**src/rtl/uart_tx.sv**
```systemverilog
// uart_tx: 8N1 serial transmitter fed by a small power-of-two byte FIFO.
// The line is driven from a flop; frames go out back-to-back while the
// FIFO has data, and writes into a full FIFO are dropped with an ovf pulse.
module uart_tx #(
    parameter int clk_freq   = 12000000,
    parameter int baud       = 115200,
    parameter int fifo_depth = 4
) (
    input  logic       clk,
    input  logic       rst,
    input  logic       wr_en,
    input  logic [7:0] din,
    output logic       tx,
    output logic       full,
    output logic       empty,
    output logic       busy,
    output logic       ovf
);

    // Bit period in clocks; truncating division.
    localparam int DIV = clk_freq / baud;
    localparam int CW  = (DIV > 1) ? $clog2(DIV) : 1;
    localparam int AW  = (fifo_depth > 1) ? $clog2(fifo_depth) : 1;
    localparam int NW  = AW + 1;

    typedef enum logic [1:0] {IDLE, START, DATA, STOP} state_t;

    state_t          state, state_d;
    logic [CW-1:0]   baud_cnt, baud_cnt_d;
    logic [2:0]      bit_idx, bit_idx_d;
    logic [7:0]      shift, shift_d;
    logic            tx_d;

    logic [7:0]      mem [fifo_depth];
    logic [AW-1:0]   wr_ptr, rd_ptr;
    logic [NW-1:0]   count;
    logic            push, pop, tick;

    // Flags come straight from the registered occupancy count.
    assign full  = (count == NW'(fifo_depth));
    assign empty = (count == '0);
    assign busy  = (state != IDLE);

    // A pop never rescues a write: acceptance looks only at full.
    assign push  = wr_en && !full;
    assign tick  = (baud_cnt == CW'(DIV - 1));

    // Next-state, pop decision, bit timing and next line level.
    always_comb begin
        state_d   = state;
        bit_idx_d = bit_idx;
        shift_d   = shift;
        pop       = 1'b0;
        tx_d      = 1'b1;
        case (state)
            IDLE: begin
                if (!empty) begin
                    pop     = 1'b1;
                    shift_d = mem[rd_ptr];
                    state_d = START;
                end
            end
            START: begin
                if (tick) begin
                    state_d   = DATA;
                    bit_idx_d = '0;
                end
            end
            DATA: begin
                if (tick) begin
                    shift_d   = {1'b0, shift[7:1]};
                    bit_idx_d = bit_idx + 3'd1;
                    if (bit_idx == 3'd7) state_d = STOP;
                end
            end
            STOP: begin
                // Chain straight into the next start bit when data is waiting.
                if (tick) begin
                    if (!empty) begin
                        pop     = 1'b1;
                        shift_d = mem[rd_ptr];
                        state_d = START;
                    end else begin
                        state_d = IDLE;
                    end
                end
            end
            default: state_d = IDLE;
        endcase

        // Counter restarts on every state entry and at each bit end.
        if (state_d != state || state == IDLE || tick) baud_cnt_d = '0;
        else                                          baud_cnt_d = baud_cnt + CW'(1);

        // Line level is decided from where we will be after this edge.
        case (state_d)
            START:   tx_d = 1'b0;
            DATA:    tx_d = shift_d[0];
            default: tx_d = 1'b1;
        endcase
    end

    // Transmit FSM and line register.
    always_ff @(posedge clk) begin
        if (rst) begin
            state    <= IDLE;
            baud_cnt <= '0;
            bit_idx  <= '0;
            shift    <= '0;
            tx       <= 1'b1;
        end else begin
            state    <= state_d;
            baud_cnt <= baud_cnt_d;
            bit_idx  <= bit_idx_d;
            shift    <= shift_d;
            tx       <= tx_d;
        end
    end

    // FIFO pointers, occupancy and overflow pulse.
    always_ff @(posedge clk) begin
        if (rst) begin
            wr_ptr <= '0;
            rd_ptr <= '0;
            count  <= '0;
            ovf    <= 1'b0;
        end else begin
            ovf <= wr_en && full;
            if (push) wr_ptr <= wr_ptr + AW'(1);
            if (pop)  rd_ptr <= rd_ptr + AW'(1);
            case ({push, pop})
                2'b10:   count <= count + NW'(1);
                2'b01:   count <= count - NW'(1);
                default: count <= count;
            endcase
        end
    end

    // FIFO storage; contents need no reset since count gates reads.
    always_ff @(posedge clk) begin
        if (!rst && push) mem[wr_ptr] <= din;
    end

endmodule

```
**config.mk**
```make
export PLATFORM = sky130hd
export DESIGN_NAME = uart_tx
export DESIGN_NICKNAME = d
export VERILOG_FILES = /design/src/rtl/uart_tx.sv
export SDC_FILE = /design/constraint.sdc
export NUM_CORES = 1
export LEC_CHECK = 0
export ABC_CLOCK_PERIOD_IN_PS = 3550
export CAP_MARGIN = 40
export CORE_MARGIN = 2
export CORE_UTILIZATION = 35
export CTS_CLUSTER_DIAMETER = 200
export DETAILED_ROUTE_END_ITERATION = 7
export PLACE_DENSITY = 0.61
export SLEW_MARGIN = 10
export SYNTH_ARGS = -nofsm -noshare
export SYNTH_HDL_FRONTEND = slang
export SYNTH_SLANG_ARGS = --single-unit
```
**constraint.sdc**
```tcl
create_clock -name clk -period 3.55 [get_ports clk]
set_input_delay 0.71 -clock clk [delete_from_list [all_inputs] [get_ports clk]]
set_output_delay 0.71 -clock clk [all_outputs]
set_load 0.1 [all_outputs]
```
After elaboration in Yosys (flattened, before gate mapping)
Memory sizes are Yosys's and may differ from the RTL's. A register that Yosys moved wholly into a read port is not among the register bits.
Cells that the tools add are included.
Widths: inputs -> output; s select.
{"block": "op_classes", "add_sub_neg": 6, "n_eq_ne": 14, "n_mux": 23, "reduce_logical": 16}
{"cell": "$mux 8", "n": 3}
{"cell": "$pmux 8 s3", "n": 1}
{"cell": "$mux 2", "n": 7}
{"cell": "$pmux 3 s2", "n": 2}
{"cell": "$eq 2x2->1 const B", "n": 4}
{"cell": "$pmux 2 s4", "n": 1}
{"cell": "$add 7x1->7 const B", "n": 1}
{"cell": "$eq 7x7->1 const B", "n": 1}
{"cell": "$add 3x1->3 const B", "n": 2}
{"cell": "$eq 2x1->1 const B", "n": 3}
{"cell": "$eq 3x3->1 const B", "n": 2}
{"cell": "$mux 3", "n": 2}
{"cell": "$ne 2x2->1 const B", "n": 3}
{"cell": "$reduce_and 3->1", "n": 2}
{"cell": "$reduce_bool 2->1", "n": 3}
{"cell": "$mux 1", "n": 5}
{"cell": "$add 2x1->2 const B", "n": 2}
{"cell": "$pmux 1 s2", "n": 2}
{"cell": "$logic_and 1x1->1", "n": 3}
{"cell": "$logic_not 3->1", "n": 1}
{"cell": "$reduce_bool 3->1", "n": 1}
{"cell": "$sub 3x1->3 const B", "n": 1}
{"cell": "$logic_not 1->1", "n": 2}
{"cell": "$logic_not 2->1", "n": 1}
{"cell": "other kinds (3)", "n": 4}
{"block": "totals", "regBits": 29, "ramBits": 32, "in_bits": 11, "output_inout_bits": 5, "wordCells": 70, "n_memories": 1}
{"name": "mem", "depth": 4, "width": 8, "read_ports": 1, "rd_clocked_by_memory_dff": 1, "wr": 1, "line_no": "34", "text": "logic [7:0] mem [fifo_depth];"}

Logic depth before layout (Yosys ltp)
Gate-level depths: netlist of run 1.
{"block": "depth", "word_depth": 8, "ltp_mapped": 11, "mapped_depth_nobuf": 10}

Worst setup path after synthesis of run 1
OpenSTA, ideal clock, no wires.
{"block": "synth_timing", "kind": "register to register", "from": "register state[0]", "to": "register count[2]", "setup_ns": 0.071, "arrival_ns": 2.459, "t_required_ns": 3.479, "setup_slack_ns": 1.021, "stages_incl_launch_ff": 11, "path_buffers": 1, "synth_period_minus_slack_ns": 2.529, "path_cell_list": "dfxtp_1 > ha_1 > clkbuf_1 > a31oi_2 > nor3_1 > ha_1 > inv_1 > fa_1 > xor2_1 > or3_1 > a21oi_1"}
{"block": "synth_between", "elab_chain_cells": 4, "elab_cells_between_ends": 7, "cone_classes": "eq/ne: 3; mux: 2; reduce/logical: 2"}
{"item": "start, declared", "line_no": "28", "text": "state_t state, state_d;"}
{"item": "start signal, assigned", "line_no": "112", "text": "state <= state_d;"}
{"item": "$eq 2x2->1 / $logic_not 2->1 (equally long branches)", "line_no": "55", "text": "case (state)"}
{"item": "$pmux 1 s2 (*)", "line_no": "55"}
{"item": "via pop", "line_no": "37", "text": "logic push, pop, tick;"}
{"item": "$eq 2x1->1 / $eq 2x2->1 (equally long branches)", "line_no": "131", "text": "case ({push, pop})"}
{"item": "$pmux 3 s2 / $reduce_bool 2->1 (equally long branches)"}
{"item": "end signal, assigned", "line_no": "132", "text": "2'b10: count <= count + NW'(1);"}
{"item": "end signal, assigned", "line_no": "133", "text": "2'b01: count <= count - NW'(1);"}
{"item": "end signal, assigned", "line_no": "134", "text": "default: count <= count;"}
{"item": "end, declared", "line_no": "36", "text": "logic [NW-1:0] count;"}
Mark *: on every way through the listed nets, which the timed path passes. The rest lies on a longest branch.
A chain may end at the register's enable or synchronous reset.

Final worst setup path of run 1
{"block": "layout_timing", "from": "register baud_cnt[0]", "to": "register count[2]"}
{"block": "layout_between", "elab_chain_cells": 5, "elab_cells_between_ends": 7, "cone_classes": "eq/ne: 3; mux: 3; reduce/logical: 1"}
{"item": "start, declared", "line_no": "29", "text": "logic [CW-1:0] baud_cnt, baud_cnt_d;"}
{"item": "start signal, assigned", "line_no": "113", "text": "baud_cnt <= baud_cnt_d;"}
{"item": "$eq 7x7->1 (*)", "line_no": "46", "text": "assign tick = (baud_cnt == CW'(DIV - 1));"}
{"item": "$mux 1 (*)", "line_no": "78", "text": "if (tick) begin"}
{"item": "$pmux 1 s2 (*)", "line_no": "55"}
{"item": "via pop", "line_no": "37"}
{"item": "$eq 2x1->1 / $eq 2x2->1 (equally long branches)", "line_no": "131"}
{"item": "$pmux 3 s2 / $reduce_bool 2->1 (equally long branches)"}
Marks and branches as above.

==> results of run 1 <==
-- through the flow --
stage               utilization (%)  total power, mW  std cells  cell area (um2)
global placement               39.5             2.00        347             3080
global route                   42.2             2.75        365             3290
CTS                            42.2             2.59        365             3290
floorplan                         -             1.81        240             2860
finish                         42.2             2.57        365             3290
detailed placement             39.9             2.01        349             3110
-- kinds of logic after synthesis --
logic type,after synthesis,synth area share [%]
simple gates,74,12.8
flops,63,55.4
compound gates,42,10.3
buf+inv,22,3.33
mux,15,8.76
fa+ha+maj,14,6.40
xor+xnor,10,3.07
-- layer usage --
metal  up-vias  wire length [um]
met4         0               121
met2        31              2400
li1        916                 -
met3        10               146
met1       903              2460
met5         -                 0
-- cell type report --
cell class | count | share of cell area (%)
clock buffers | 9 | 3.76
clock inverters | 7 | 1.71
inverters | 11 | 1.33
multi-input cells | 155 | 35.8
flip-flops and latches | 63 | 48.0
well taps | 102 | 3.88
repair buffers | 18 | 5.47
-- worst paths after layout --
| path | startpoint | endpoint | slack, ns |
|---|---|---|---|
| worst max-delay path | baud_cnt[0]$_SDFF_PP0_ | count[2]$_SDFFE_PP0P_ | 0.69 |
| worst min-delay path | baud_cnt[0]$_SDFF_PP0_ | baud_cnt[0]$_SDFF_PP0_ | 0.45 |
| worst max register to register | baud_cnt[0]$_SDFF_PP0_ | count[2]$_SDFFE_PP0P_ | 0.69 |
| worst min register to register | baud_cnt[0]$_SDFF_PP0_ | baud_cnt[0]$_SDFF_PP0_ | 0.45 |
-- layout by cell type, fill, tap and decap left out, types with 2 or more instances in the layout --
cell type and n:
a211oi_1 2, a21oi_1 7, a22o_1 6, a22oi_1 2, and2_1 5, and3_1 2
buf_4 4, buf_8 2, clkbuf_8 9, clkdlybuf4s50_1 12, clkinv_4 2, dfxtp_1 31
edfxtp_1 32, ha_1 13, inv_1 10, inv_6 3, mux2i_1 7, mux4_2 8
nand2_1 12, nand3_1 6, nor2_1 29, nor2b_1 3, nor3_1 7, nor3b_1 2
nor4b_1 2, o21a_1 2, o21ai_0 11, o31a_1 2, or3_1 2, xnor2_1 6
xor2_1 4
-- sequential cells by signal, summed over array words and instances (netlist names), named ones only --
signal    cells
ovf           1
tx            1
rd_ptr        2
shift         8
bit_idx       3
state         2
wr_ptr        2
baud_cnt      7
count         3
mem          32
-- power by group --
group / switching, mW / internal [mW]
logic: 0.641 / 0.402
registers: 0.0956 / 0.870
clock network: 0.303 / 0.261
total: 1.04 / 1.53
==> results.py, run 1 <==
metrics = {
    "run_status": {
        "status": "finished clean",
    },
    "synth": {
        "yosysTopAreaCell": "edfxtp_1",
        "synth.most_common_cell": "edfxtp_1",
        "synth_seq_area_share_pct": 55.4,
        "synth_cell_types": 45,
        "syn-num-nets": 265,
        "ys.flop_type": "edfxtp_1",
        "async_reset_ff_share_pct": 0,
        "avgSynthCellArea_um2": 11.9,
        "ys_seq_elements": 63,
        "synthCells": 240,
        "yosys.area.top_type_share_pct": 33.7,
        "synth-edff-count": 32,
        "ys_warn_count": 0,
        "synth_commonest_cells": "edfxtp_1, dfxtp_1, nor2_1",
        "synthTopCellsByArea": "edfxtp_1, dfxtp_1, mux4_2, ha_1, nor2_1",
        "syn_area_um2": 2860,
    },
    "grt": {
        "grt_pass1_wl_um": 8750,
        "grt_max_degree": 14,
        "grt_most_used_layer": "met2",
        "met1_usage_pct": 16.7,
        "grtUsageTotal_pct": 13.0,
        "grt_overflow": 0,
        "use_met2_pct": 19.8,
        "grt_pass1_vias": 1841,
        "grtUsageMet3_pct": 2.81,
        "grt_antenna_before_repair": 0,
    },
    "timing": {
        "hold_viol": 0,
        "setup_viol": 0,
        "fin_ws_ns": 0.692,
        "skew_ns": 0.00953,
        "relSlewSlack_pct": 55.5,
        "hold_ws_ns": 0.449,
        "post-route-period-util_pct": 80.5,
        "fin_crit_ns": 2.86,
        "max_freq_mhz": 350,
        "rsz0062_at_grt": "no",
        "timing_worst_slew_pin_value_ns": 0.662,
        "setup_tns_ns": 0,
        "slew_violations": 0,
    },
    "worst_setup_path": {
        "crit_buf_inv": 1,
        "crit_type": "reg -> reg",
        "worst_path_most_repeated_cell": "ha_1",
        "crit_chain": "ha_1 > and3_1 > a31oi_2 > nor3_1 > ha_1 > inv_1 > fa_1 > xor2_1 > or3_1 > a21oi_1",
        "crit_path_max_incr_delay_ns": 0.37,
        "crit_path_start_kind": "flip-flop",
        "crit_required_ns": 3.82,
        "endpoint_kind": "flip-flop",
        "worstPathArrival_ns": 3.12,
        "critical_path.max_fanout": 10,
        "cp_slowest_cell": "fa_1",
        "crit_cells": 10,
        "cpLargestDelayFamily": "simple AND/OR/NAND/NOR gates",
        "rr_worst_depth": 10,
    },
    "final_layout": {
        "syn2layout_area_growth_pct": 15.3,
        "diodes": 0,
        "n_fill_cell": 737,
        "seq_area_um2": 1580,
        "finalNetCount": 283,
        "layout-drive-gt1-share_pct": 12.9,
        "multiInputGateArea_um2": 1180,
    },
    "job": {
        "cap_violations": 0,
    },
    "worst_hold_path": {
        "min_path_cells": 1,
        "hold_path.class": "reg -> reg",
    },
    "clock_network": {
        "cts.sinks": 63,
        "numCtsBuffers": 9,
        "clock_latency_ns": 0.34,
        "cts_setup_buffers": 0,
        "h-tree-depth": 3,
        "clockBufferDepth": 2,
        "clk_pin_slew_worst_paths_ns": 0.07,
        "root_buffer": "clkbuf_8",
        "cts_tree": "done",
        "cts_resized": 0,
        "ctsHoldBuffers": 0,
    },
    "placement": {
        "gp_congestion": 0.788,
        "pre_cts_slack_ns": 0.732,
        "io_buffers": 15,
        "hpwlAfterDp_um": 3600,
    },
    "drt": {
        "routedWlPerCell_um": 14.1,
        "vias": 1860,
        "drt_iter0_markers": 79,
        "ant_nets": 0,
        "vias_per_cell": 5.10,
        "route.detailed.drc": 0,
        "firstDrtPassIters": 4,
        "routed_wl_um": 5130,
    },
    "floorplan": {
        "ios": 16,
        "initial_core_util_pct": 36.6,
        "num_rows": 32,
        "core_um2": 7810,
        "die_area_um2": 8900,
        "fp.dieH_um": 94.3,
        "die_x_um": 94.3,
    },
    "pwr": {
        "power_density_nw_per_um2": 781,
        "power_leakage_nw": 1.16,
        "peakVddDrop_v": 0.000265,
    },
}
(Power assumes the default switching activity.)
==> run 2, diff against run 1 <==
--- a/config.mk
+++ b/config.mk
@@ -5,7 +5,7 @@
 export SDC_FILE = /design/constraint.sdc
 export NUM_CORES = 1
 export LEC_CHECK = 0
-export ABC_CLOCK_PERIOD_IN_PS = 3550
+export ABC_CLOCK_PERIOD_IN_PS = 2900
 export CAP_MARGIN = 40
 export CORE_MARGIN = 2
 export CORE_UTILIZATION = 35
==> constraint.sdc (replaced) <==
create_clock -name clk -period 2.9 [get_ports clk]
set_input_delay 0.58 -clock clk [delete_from_list [all_inputs] [get_ports clk]]
set_output_delay 0.58 -clock clk [all_outputs]
set_load 0.1 [all_outputs]
==> results.py, run 2 (synthesized netlist as in run 1, its figures left out) <==
metrics = {
    "clock_network": {
        "h-tree-depth": 3,
        "root_buffer": "clkbuf_8",
        "cts.sinks": 63,
        "ctsHoldBuffers": 0,
        "cts_resized": 0,
        "clock_latency_ns": 0.34,
        "clockBufferDepth": 2,
        "cts_setup_buffers": 0,
        "numCtsBuffers": 9,
        "cts_tree": "done",
        "clk_pin_slew_worst_paths_ns": 0.07,
    },
    "pwr": {
        "combPwrFrac_pct": 41.2,
        "internal-power_mw": 1.88,
        "power_switching_mw": 1.28,
        "clkPwrFrac_pct": 21.9,
        "p_sw_share_pct": 40.5,
        "power_density_nw_per_um2": 962,
        "p_seq_share_pct": 36.9,
        "power_mw": 3.16,
        "peakVddDrop_v": 0.000448,
        "power_leakage_nw": 1.16,
    },
    "drt": {
        "routedWlPerCell_um": 14.1,
        "firstDrtPassIters": 4,
        "vias": 1839,
        "ant_nets": 0,
        "vias_per_cell": 5.01,
        "route.detailed.drc": 0,
        "drt_iter0_markers": 49,
        "routed_wl_um": 5190,
    },
    "timing": {
        "post-route-period-util_pct": 92.7,
        "relSlewSlack_pct": 50.8,
        "skew_ns": 0.00719,
        "setup_tns_ns": 0,
        "hold_ws_ns": 0.457,
        "fin_crit_ns": 2.69,
        "setup_viol": 0,
        "max_freq_mhz": 372,
        "hold_viol": 0,
        "rsz0062_at_grt": "no",
        "slew_violations": 0,
        "timing_worst_slew_pin_value_ns": 0.733,
    },
    "worst_setup_path": {
        "crit_path_start_kind": "flip-flop",
        "worstSetupEndpoint": "count[2]$_SDFFE_PP0P_",
        "crit_path_max_incr_delay_ns": 0.37,
        "crit_required_ns": 3.17,
        "worstPathArrival_ns": 2.96,
        "endpoint_kind": "flip-flop",
        "crit_type": "reg -> reg",
        "cp_slowest_cell": "fa_1",
        "crit_chain": "ha_1 > and3_1 > a31oi_2 > nor3_1 > ha_1 > inv_1 > fa_1 > xor2_1 > or3_1 > a21oi_1",
        "ff2ff_setup_slack_ns": 0.21,
        "r2r-end": "count[2]$_SDFFE_PP0P_",
        "crit_start": "baud_cnt[0]$_SDFF_PP0_",
        "critical_path.max_fanout": 8,
        "rr_worst_depth": 10,
        "r2r_start": "baud_cnt[0]$_SDFF_PP0_",
        "worst_path_most_repeated_cell": "ha_1",
    },
    "floorplan": {
        "die_x_um": 94.3,
        "initial_core_util_pct": 36.6,
        "die_area_um2": 8900,
        "ios": 16,
        "fp.dieH_um": 94.3,
        "num_rows": 32,
        "core_um2": 7810,
    },
    "run_status": {
        "status": "finished clean",
    },
    "final_layout": {
        "syn2layout_area_growth_pct": 15.1,
        "instances_no_fill": 367,
        "diodes": 0,
        "top_register": "mem",
        "top_regs": "mem x32, shift x8, baud_cnt x7",
        "final_common_cell": "edfxtp_1",
        "largest_reg_flops": 32,
        "final_cell_mix": "edfxtp_1, dfxtp_1, nor2_1",
        "stdcell_area_um2": 3290,
        "finalNetCount": 285,
        "n_fill_cell": 750,
        "layout-drive-gt1-share_pct": 14.3,
    },
    "placement": {
        "gp_congestion": 0.818,
        "placedCellCount": 351,
        "dpl_cell_area_um2": 3110,
        "hpwlAfterDp_um": 3690,
        "io_buffers": 15,
    },
    "worst_hold_path": {
        "min_path_cells": 1,
        "hold_path.class": "reg -> reg",
    },
    "grt": {
        "grt_overflow": 0,
        "grt_pass1_wl_um": 8630,
        "grt_max_degree": 14,
        "grt_pass1_vias": 1778,
        "grt_antenna_before_repair": 0,
        "grtUsageTotal_pct": 13.0,
    },
    "job": {
        "cap_violations": 0,
    },
}
[run 2: changes by cell type in the layout (fill, tap and decap cells not counted), sizes merged]
cell | before | now
buf | 6 | 10
clkdlybuf4s50 | 12 | 10
clkinv | 3 | 2
clkinvlp | 1 | 2
[run 2: power by group through the flow]
| stage | registers (mW) | clock network, mW | logic (mW) |
|---|---|---|---|
| 6_report | 1.17 | 0.693 | 1.30 |
| 5_1_grt | 1.19 | 0.760 | 1.42 |
| 2_1_floorplan | 1.21 | 0 | 1.00 |
| 3_5_place_dp | 1.18 | 0 | 1.31 |
| 4_1_cts | 1.17 | 0.716 | 1.31 |
| 3_3_place_gp | 1.18 | 0 | 1.30 |
[run 2: worst min path at each step]
stage                                      start                      to  slack (ns)
after global placement    baud_cnt[0]$_SDFF_PP0_  baud_cnt[0]$_SDFF_PP0_        0.43
final                     baud_cnt[0]$_SDFF_PP0_  baud_cnt[0]$_SDFF_PP0_        0.46
after floorplan           baud_cnt[0]$_SDFF_PP0_  baud_cnt[0]$_SDFF_PP0_        0.42
after CTS                 baud_cnt[0]$_SDFF_PP0_  baud_cnt[0]$_SDFF_PP0_        0.46
after detailed placement  baud_cnt[0]$_SDFF_PP0_  baud_cnt[0]$_SDFF_PP0_        0.44
after global routing      baud_cnt[0]$_SDFF_PP0_  baud_cnt[0]$_SDFF_PP0_        0.48
[run 2: worst max-delay path, delay by kind of cell (launching register included)]
kind	cells	cell delay (ns)
xor+xnor	1	0.16
simple gates	3	0.91
compound gates	2	0.27
fa+ha+maj	3	0.85
flops	1	0.36
buf+inv	1	0.06
[run 2: layout make-up]
cell class | instances | area (um2) | area share, %
clock buffer | 9 | 124 | 3.77
clock inverter | 7 | 55.1 | 1.68
sequential | 63 | 1580 | 48.1
timing repair buffer | 20 | 175 | 5.33
inverter | 11 | 43.8 | 1.33
tap | 102 | 128 | 3.88
multi-input combinational | 155 | 1180 | 35.9
[run 2: per-stage QoR]
stage | utilization [%] | setup WS (ns)
floorplan | - | 0.371
global placement | 39.8 | 0.309
detailed placement | 39.8 | 0.241
CTS | 42.1 | 0.214
global route | 42.1 | 0.0544
finish | 42.1 | 0.213
[run 2: routing by layer]
metal / routed length (um) / part of all wire [%] / track usage, %
met4: 114 / 2.2 / 6.76
met3: 149 / 2.9 / 3.37
met2: 2350 / 45 / 19.2
met5: 0 / 0 / 0
met1: 2580 / 50 / 17.6
